## config.mk

```make
export PLATFORM = sky130hd
export DESIGN_NAME = insn_buf
export DESIGN_NICKNAME = d
export VERILOG_FILES = /design/src/rtl/insn_buf_pkg.sv /design/src/rtl/insn_buf.sv
export SDC_FILE = /design/constraint.sdc
export NUM_CORES = 1
export LEC_CHECK = 0
export ABC_AREA = 1
export CAP_MARGIN = 20
export CORE_UTILIZATION = 50
export DETAILED_ROUTE_END_ITERATION = 8
export MAX_ROUTING_LAYER = met4
export PLACE_DENSITY = 0.74
export SLEW_MARGIN = 20
export SYNTH_ARGS = -nofsm -noshare
export SYNTH_HDL_FRONTEND = slang
export SYNTH_SLANG_ARGS = --single-unit
```

## constraint.sdc

```tcl
create_clock -name clk -period 8.8 [get_ports clk]
set_input_delay 1.76 -clock clk [delete_from_list [all_inputs] [get_ports clk]]
set_output_delay 1.76 -clock clk [all_outputs]
set_load 0.01 [all_outputs]
```

## src/rtl/insn_buf_pkg.sv

```systemverilog
// Shared widths and defaults for the fetch-to-decode instruction buffer.
package insn_buf_pkg;

  localparam int INSN_BUF_DEPTH = 4;
  localparam int PC_W           = 30;
  localparam int INSN_W         = 32;

  typedef struct packed {
    logic [PC_W-1:0]   pc;
    logic [INSN_W-1:0] insn;
  } ib_entry_t;

  function automatic int ib_ptr_w(input int depth);
    return $clog2(depth);
  endfunction

endpackage

```

## src/rtl/insn_buf.sv

```systemverilog
// Show-ahead circular FIFO decoupling the IF stage from ID; flush/branch empties it.
module insn_buf
  import insn_buf_pkg::*;
#(
  parameter int DEPTH = INSN_BUF_DEPTH,
  localparam int PTR_W = ib_ptr_w(DEPTH),
  localparam int CNT_W = PTR_W + 1
) (
  input  logic              clk,
  input  logic              reset,
  input  logic [PC_W-1:0]   if_pc,
  input  logic [INSN_W-1:0] if_insn,
  input  logic              if_en,
  input  logic              ext_stall,
  input  logic              flush,
  input  logic              br_taken,
  input  logic              id_stall,
  output logic              buf_stall,
  output logic [PC_W-1:0]   ib_pc,
  output logic [INSN_W-1:0] ib_insn,
  output logic              ib_en,
  output logic [CNT_W-1:0]  ib_count
);

  ib_entry_t        mem [DEPTH];
  logic [PTR_W-1:0] rd_ptr;
  logic [PTR_W-1:0] wr_ptr;
  logic [CNT_W-1:0] count;

  logic full;
  logic empty;
  logic kill;
  logic pop;
  logic push;

  assign full  = (count == CNT_W'(DEPTH));
  assign empty = (count == '0);
  assign kill  = flush | br_taken;
  assign pop   = !empty && !id_stall;
  // A full buffer still accepts a word when the head leaves in the same cycle.
  assign push  = if_en && !ext_stall && (!full || pop) && !kill;

  assign buf_stall = full && !pop && !kill;
  assign ib_en     = !empty;
  assign ib_count  = count;
  assign ib_pc     = empty ? '0 : mem[rd_ptr].pc;
  assign ib_insn   = empty ? '0 : mem[rd_ptr].insn;

  always_ff @(posedge clk or negedge reset) begin
    if (!reset) begin
      rd_ptr <= '0;
      wr_ptr <= '0;
      count  <= '0;
    end else if (kill) begin
      rd_ptr <= '0;
      wr_ptr <= '0;
      count  <= '0;
    end else begin
      if (push) wr_ptr <= wr_ptr + PTR_W'(1);
      if (pop)  rd_ptr <= rd_ptr + PTR_W'(1);
      case ({push, pop})
        2'b10:   count <= count + CNT_W'(1);
        2'b01:   count <= count - CNT_W'(1);
        default: count <= count;
      endcase
    end
  end

  // Storage is never reset; the output mux hides stale entries while empty.
  always_ff @(posedge clk) begin
    if (push) begin
      mem[wr_ptr].pc   <= if_pc;
      mem[wr_ptr].insn <= if_insn;
    end
  end

endmodule

```

* Word-level counts from Yosys, hierarchy flattened
Memory sizes are Yosys's and may differ from the RTL's.
Index checks and enable logic that the tools add are counted.
** Operators by class
- Add/subtract/negate cells :: 4
- Multipliers :: 0
- Div/mod/pow operators :: 0
- $lt $le $gt $ge :: 0
- Equality and inequality tests :: 3
- Shift-type cells :: 0
- Mux-type cells :: 10
- Bitwise logic cells :: 1
- Reductions and logical operators :: 17
** Operator list (number)
- 2-to-1 mux 32 bit :: 1
- 2-to-1 mux 30 bit :: 1
- 2-to-1 mux 2 bit :: 4
- logical AND 1 bit :: 6
- zero test 1 bit :: 6
- one-hot mux 3 bit (2 select lines) :: 1
- adder 2 x 1 -> 2 bit (second input constant) :: 2
- nonzero test 2 bit :: 2
- adder 3 x 1 -> 3 bit (second input constant) :: 1
- equality test 3 bit (second input constant) :: 1
- zero test 3 bit :: 1
- 2-to-1 mux 3 bit :: 1
- nonzero test 3 bit :: 1
- subtractor 3 x 1 -> 3 bit (second input constant) :: 1
- equality test 2 x 1 -> 1 bit (second input constant) :: 1
- equality test 2 bit (second input constant) :: 1
- 2-to-1 mux 1 bit :: 2
- logical OR 1 bit :: 1
- bitwise OR 1 bit :: 1
** Storage, ports and cells
- Bits in registers :: 7
- Bits in latches :: 0
- Bits in writable memories :: 248
- ROM bits :: 0
- Input port bits :: 69
- Word-level logic and storage cells :: 39
- Memories kept :: 1
** Memories
- mem :: words 4, width 62, rd ports 1, clocked after memory_dff 0, write ports 1, line insn_buf.sv:25 : ib_entry_t mem [DEPTH];

* Longest topological paths before layout
Gate-level depths: netlist (run 1).
- Word-level depth :: 9
- Mapped depth :: 13
- Depth with buffers taken out :: 13

* Worst setup path before layout (run 1)
No wires, ideal clock.
- Path kind :: input -> register
- Start :: input port br_taken
- End :: memory mem[0][0] in the netlist's numbering (enable)
- Library setup time :: 482 ps
- Arrival time :: 4707 ps
- Required time :: 8318 ps
- Path slack :: 3610 ps
- Stages :: 3
- Buffers on the path :: 0
- Cells stage by stage :: nor2_4 -> nand3_2 -> nor2_1
** Between the ends
- Cells in the longest elaborated chain, start to end :: 5
** Ends and longest elaborated chain
- start, declared :: line insn_buf.sv:16 : input logic br_taken,
- bitwise OR 1 bit :: line insn_buf.sv:38 : assign kill = flush | br_taken;
- zero test 1 bit :: line insn_buf.sv:41 : assign push = if_en && !ext_stall && (!full || pop) && !kill;
- logical AND 1 bit :: line insn_buf.sv:41
- 2-to-1 mux 1 bit :: line insn_buf.sv:71 : if (push) begin
- 2-to-1 mux 1 bit (not written as such) :: line insn_buf.sv:73 : mem[wr_ptr].insn <= if_insn;
- end, declared :: line insn_buf.sv:25
No other way between the ends.

* Worst setup path in the final report (run 1)
- Start :: register rd_ptr[0]
- End :: output port ib_insn[21]
** Between the ends
- Cells in the longest elaborated chain, start to end :: 2
** Ends and longest elaborated chain
- start, declared :: line insn_buf.sv:26 : logic [PTR_W-1:0] rd_ptr;
- start signal, assigned :: line insn_buf.sv:60 : if (pop) rd_ptr <= rd_ptr + PTR_W'(1);
- memory (4 x 62 bit)
- 2-to-1 mux 32 bit :: line insn_buf.sv:47 : assign ib_insn = empty ? '0 : mem[rd_ptr].insn;
- end, declared :: line insn_buf.sv:20 : output logic [INSN_W-1:0] ib_insn,
No other way between the ends.

==> metrics.cfg, run 1 <==
[outcome]
status = complete, no violations

[global_route]
grt_pass1_vias = 6255
grt_pass1_wl_um = 32200
grt_max_degree = 69
overflow = 0
grt_usage_pct = 21.1
antenna_found_initial = 1

[placed_design]
gp_congestion = 0.737
io_buffers = 135
hpwl_um = 10700

[route]
route.detailed.drc = 0
vias = 6341
wl_per_cell_um = 17.0
maxUsedRoutingLayer = met4
met3_length_um = 1360
vias_per_cell = 5.26
drt-total-wl_um = 20500
ant_nets = 0
first_pass_iters = 5
drtIter0Drc = 369
dr_wl_met2_um = 10300
wl_met1_um = 8520

[yosys]
synth_top_area_cell = edfxtp_1
synth_warnings = 0
synthCells = 796
syn_area_um2 = 10100
ys_ff_latch = 255
synth_top_cell_area_share_pct = 73.9
synth.area.top_cells = edfxtp_1 (74%), nor2_1 (9.4%), o21ai_0 (3.3%), a21oi_1 (3.2%), o21ai_1 (3.0%)
ys_seq_area_share_pct = 75.7
syn-num-nets = 870
synth.avg_cell_area_um2 = 12.7
synth_cell_type_count = 25

[power]
seq_power_share_pct = 47.1
p_int_mw = 2.18
powerDensity_nw_per_um2 = 233
p_switching_mw = 0.709
pwr-share-comb_pct = 17.6
power_leakage_nw = 4.17
p_sw_share_pct = 24.5
total_power_mw = 2.89
clkPwrFrac_pct = 35.3
worst_ir_drop_vdd_uv = 190

[timing]
fin_setup_tns_ns = 0
final-max-slew-violation-count = 0
slew_headroom_pct = 34.1
setup_viol = 0
min_period_over_period_pct = 60.9
worst_slew_pin_slew_ns = 0.988
rsz0062_at_grt = no
finalCriticalPeriod_ns = 5.36
max_freq_ghz = 0.187
fin_worst_skew_ns = 0.0138
final_hold_viol_count = 0

[die]
rows = 51
io_pins = 136
die_area_um2 = 20700
die_h_um = 144
die_x_um = 144
start_util_pct = 51.4
core-area_um2 = 19600

[setup_path]
crit_fanout = 68
startpoint = rd_ptr[0]$_DFFE_PN0P_
critPathCaptureType = primary output
crit_type = reg2out
arrival_ns = 3.60
worst_setup_path_start_kind = flop
required_ns = 7.04
r2r_start = ib_count[2]$_DFFE_PN0P_

[final_layout]
nFillCells = 1469
layout_common_cells = nor2_1 (249), edfxtp_1 (248), clkdlybuf4s50_1 (135)
area_delta_synth_final_pct = 23.1
num-nets-final = 996
final_common_cell = nor2_1
drive_gt1_share_pct = 6.28

[clock_network]
clockRootBuffer = clkbuf_16
cts.sinks = 255
hold_buffers = 0
cts.reportedPaths.clkPinSlew_ns = 0.06
worstSkewPairLatency_ns = 0.52
cts_tree = done
cts_buffers = 26
cts_max_level = 1
cts_resized = 0
clock_path_buffers = 3
cts_setup_buffers = 0

[worst_hold_path]
min_path_type = reg2reg
holdCritStartpoint = ib_count[1]$_DFFE_PN0P_

[job]
max_cap_violations = 0

kinds of logic after synthesis:
kind of cell / after synthesis / share of synthesized area, %
simple gates: 279 / 10.7
flops: 255 / 75.7
compound gates: 193 / 9.63
buf+inv: 63 / 3.23
fa+ha+maj: 5 / 0.696
xor+xnor: 1 / 0.0870
Yosys cell counts:
library cell,count
o21ai_0,67
fa_1,1
nand3_2,1
clkbuf_1,11
inv_1,13
edfxtp_1,248
inv_2,3
nor3_1,1
buf_6,7
nand2_1,14
o21ai_1,61
buf_1,3
nor2_4,1
xnor2_1,1
dfrtp_1,7
nor2_2,1
inv_4,1
ha_1,4
nand3_1,6
buf_4,1
a21oi_2,1
a21oi_1,64
nand2_2,2
buf_2,24
nor2_1,253
critical path, stage by stage, from the launching register on:
cell,delay [ns]
dfrtp_4,0.73
inv_4,0.53
buf_4,0.63
o21ai_0,0.25
a21oi_1,0.26
clkdlybuf4s50_1,0.59
area by class of cell:
class / count / area (um^2) / area share (%)
diodes: 1 / 2.50 / 0.0202
clock buffers: 31 / 669 / 5.40
clock inverters: 15 / 130 / 1.05
inverters: 17 / 66.3 / 0.535
multi-input cells: 478 / 2160 / 17.4
flip-flops and latches: 255 / 7630 / 61.5
well taps: 265 / 332 / 2.67
repair buffers: 144 / 1420 / 11.4
flip-flops by register name, indices dropped and copies added (netlist names):
signal    flops
wr_ptr        2
mem         248
rd_ptr        2
ib_count      3
layer usage:
metal	vias up	GRT usage, %
li1	3067	-
met1	3043	25.2
met3	35	4.00
met5	-	-
met4	0	5.54
met2	196	36.7
metrics by stage:
stage	hold slack (ns)	setup slack (ns)	area, um^2	util (%)	instances
after floorplan	0.514	3.61	10100	-	796
after global placement	0.543	3.89	11600	59.2	1159
after detailed placement	0.569	3.89	11600	59.2	1159
after CTS	0.583	3.43	12400	63.3	1205
after global routing	0.598	3.24	12400	63.3	1206
final	0.575	3.44	12400	63.3	1206
power groups by stage:
| stage | sequential (mW) | clock (mW) | combinational, mW |
|---|---|---|---|
| 2_1_floorplan | 1.38 | 0 | 0.234 |
| 3_3_place_gp | 1.38 | 0 | 0.504 |
| 3_5_place_dp | 1.39 | 0 | 0.511 |
| 4_1_cts | 1.36 | 1.04 | 0.515 |
| 5_1_grt | 1.36 | 1.09 | 0.552 |
| 6_report | 1.36 | 1.02 | 0.509 |
final timing paths:
kind,end,slack (ns),cells past startpoint
max in group asynchronous,rd_ptr[0]$_DFFE_PN0P_,7.02,1
hold / removal,ib_count[1]$_DFFE_PN0P_,0.58,2
min in group asynchronous,ib_count[1]$_DFFE_PN0P_,1.51,1
hold reg to reg,ib_count[1]$_DFFE_PN0P_,0.58,2
setup / recovery,ib_insn[21],3.44,5
setup reg to reg,mem[0][60]$_DFFE_PP_,6.19,6
Note: power is estimated with default switching activity, not from simulation.
==> run 2, diff against run 1 <==
CORE_UTILIZATION = 49   (was 50)
PLACE_DENSITY = 0.75   (was 0.74)
clock period = 4.7 ns   (was 8.8 ns; I/O delays follow)
==> run 2 against run 1 <==
Against the previous run:
- sequential share of layout area shrank 0.12 points
- sequential power rose by 87%
- global-route usage decreased by 1.1 points
- utilization shrank 1.7 points
- count of clock-buffer cells in the layout increased by 1
- critical path depth unchanged
- largest power group unchanged
- register-to-register slack got worse by 3.7 ns
- via count shrank 0.39%
- worst setup slack got worse by 2.8 ns
- largest cell class unchanged
- wire length down 0.87%
- non-clock buffer count is 4 higher
==> metrics.cfg, run 2 (synthesized netlist as in run 1, its figures left out) <==
[global_route]
grt_pass1_vias = 6121
grt_max_degree = 81
grt_usage_pct = 20.0
grt_pass1_wl_um = 32200
overflow = 0
antenna_found_initial = 0

[power]
worst_ir_drop_vdd_uv = 283
power_leakage_nw = 4.18
clkPwrFrac_pct = 33.7
pwr-share-comb_pct = 18.3
p_switching_mw = 1.31
powerDensity_nw_per_um2 = 427
seq_power_share_pct = 47.9
p_int_mw = 4.00
p_sw_share_pct = 24.6

[timing]
final_hold_viol_count = 0
fin_worst_skew_ns = 0.00789
slew_headroom_pct = 46.4
worst_slew_pin_slew_ns = 0.805
max_freq_ghz = 0.247
min_period_over_period_pct = 86.0
rsz0062_at_grt = no
final-max-slew-violation-count = 0
setup_viol = 0
finalCriticalPeriod_ns = 4.04
fin_setup_tns_ns = 0

[setup_path]
crit_type = reg2out
required_ns = 3.76
crit_fanout = 80
critPathCaptureType = primary output
worst_setup_path_start_kind = flop
arrival_ns = 3.10

[route]
wl_per_cell_um = 16.8
drt-total-wl_um = 20400
vias = 6316
vias_per_cell = 5.22
ant_nets = 0
route.detailed.drc = 0
first_pass_iters = 5
drtIter0Drc = 385

[clock_network]
cts_buffers = 25
cts_tree = done
clock_path_buffers = 3
cts_resized = 0
worstSkewPairLatency_ns = 0.52
cts.reportedPaths.clkPinSlew_ns = 0.06
cts_max_level = 1
cts.sinks = 255
cts_setup_buffers = 0
clockRootBuffer = clkbuf_16
hold_buffers = 0

[final_layout]
largest_reg_flops = 248
drive_gt1_share_pct = 6.16
stdcell_count = 1211
num-nets-final = 999
layout_common_cells = nor2_1 (249), edfxtp_1 (248), clkdlybuf4s50_1 (135)
largest_register = mem
antenna_cells = 0
area_delta_synth_final_pct = 23.4
final_common_cell = nor2_1

[placed_design]
place_inst = 1168
io_buffers = 135
gp_congestion = 0.789
hpwl_um = 11200

[worst_hold_path]
min_path_type = reg2reg

[outcome]
status = complete, no violations

[die]
start_util_pct = 49.9
die_area_um2 = 21100
rows = 52
die_x_um = 145
io_pins = 136
die_h_um = 145
core-area_um2 = 20200

[job]
max_cap_violations = 0

[run 2: cell type report]
class | instances | area (um^2)
fillers | 1574 | 7740
flip-flops and latches | 255 | 7630
multi-input cells | 478 | 2160
repair buffers | 148 | 1510
clock buffers | 32 | 652
well taps | 270 | 338
clock inverters | 11 | 75.1
inverters | 17 | 66.3
[run 2: worst max-delay path, stage by stage (launching register included)]
cell             delay, ns
dfrtp_4               0.72
inv_4                 0.64
buf_12                0.29
o21ai_0               0.13
a21oi_1               0.20
clkdlybuf4s50_1       0.58
[run 2: power by group through the flow]
| stage | clock network, mW | registers [mW] | logic (mW) |
|---|---|---|---|
| after floorplan | 0 | 2.58 | 0.438 |
| after global placement | 0 | 2.59 | 0.968 |
| after detailed placement | 0 | 2.59 | 0.973 |
| after CTS | 1.82 | 2.54 | 0.982 |
| after global routing | 1.91 | 2.55 | 1.04 |
| final | 1.79 | 2.54 | 0.972 |
[run 2: metal layers]
layer	wire length, um	track usage, %	vias to the layer above
met5	0	-	-
met4	390	5.42	0
met3	953	3.01	36
met2	10200	33.9	176
met1	8760	25.1	3045
li1	-	-	3059
[run 2: worst paths after layout]
check	from	endpoint	slack (ns)	cells past startpoint
setup reg to reg	ib_count[2]$_DFFE_PN0P_	ib_count[2]$_DFFE_PN0P_	2.48	13
min in group asynchronous	reset	ib_count[2]$_DFFE_PN0P_	0.69	1
setup / recovery	rd_ptr[0]$_DFFE_PN0P_	ib_pc[11]	0.66	5
hold / removal	wr_ptr[0]$_DFFE_PN0P_	wr_ptr[0]$_DFFE_PN0P_	0.56	1
hold reg to reg	wr_ptr[0]$_DFFE_PN0P_	wr_ptr[0]$_DFFE_PN0P_	0.56	1
max in group asynchronous	reset	rd_ptr[0]$_DFFE_PN0P_	3.73	1
[run 2: stage by stage]
step                instance area [um^2]  utilization [%]  hold slack (ns)  setup WS (ns)  power (mW)
floorplan                          10100                -            0.514          0.330        3.02
global placement                   11700             58.0            0.545           1.20        3.56
detailed placement                 11700             58.0            0.552           1.17        3.57
CTS                                12400             61.6            0.558          0.604        5.35
global route                       12400             61.6            0.613          0.491        5.50
finish                             12400             61.6            0.556          0.659        5.31
==> run 3, diff against run 2 <==
TNS_END_PERCENT = 1   (was default)
==> results of run 3 <==
Final layout, timing and power as in run 2 (identical DEF).
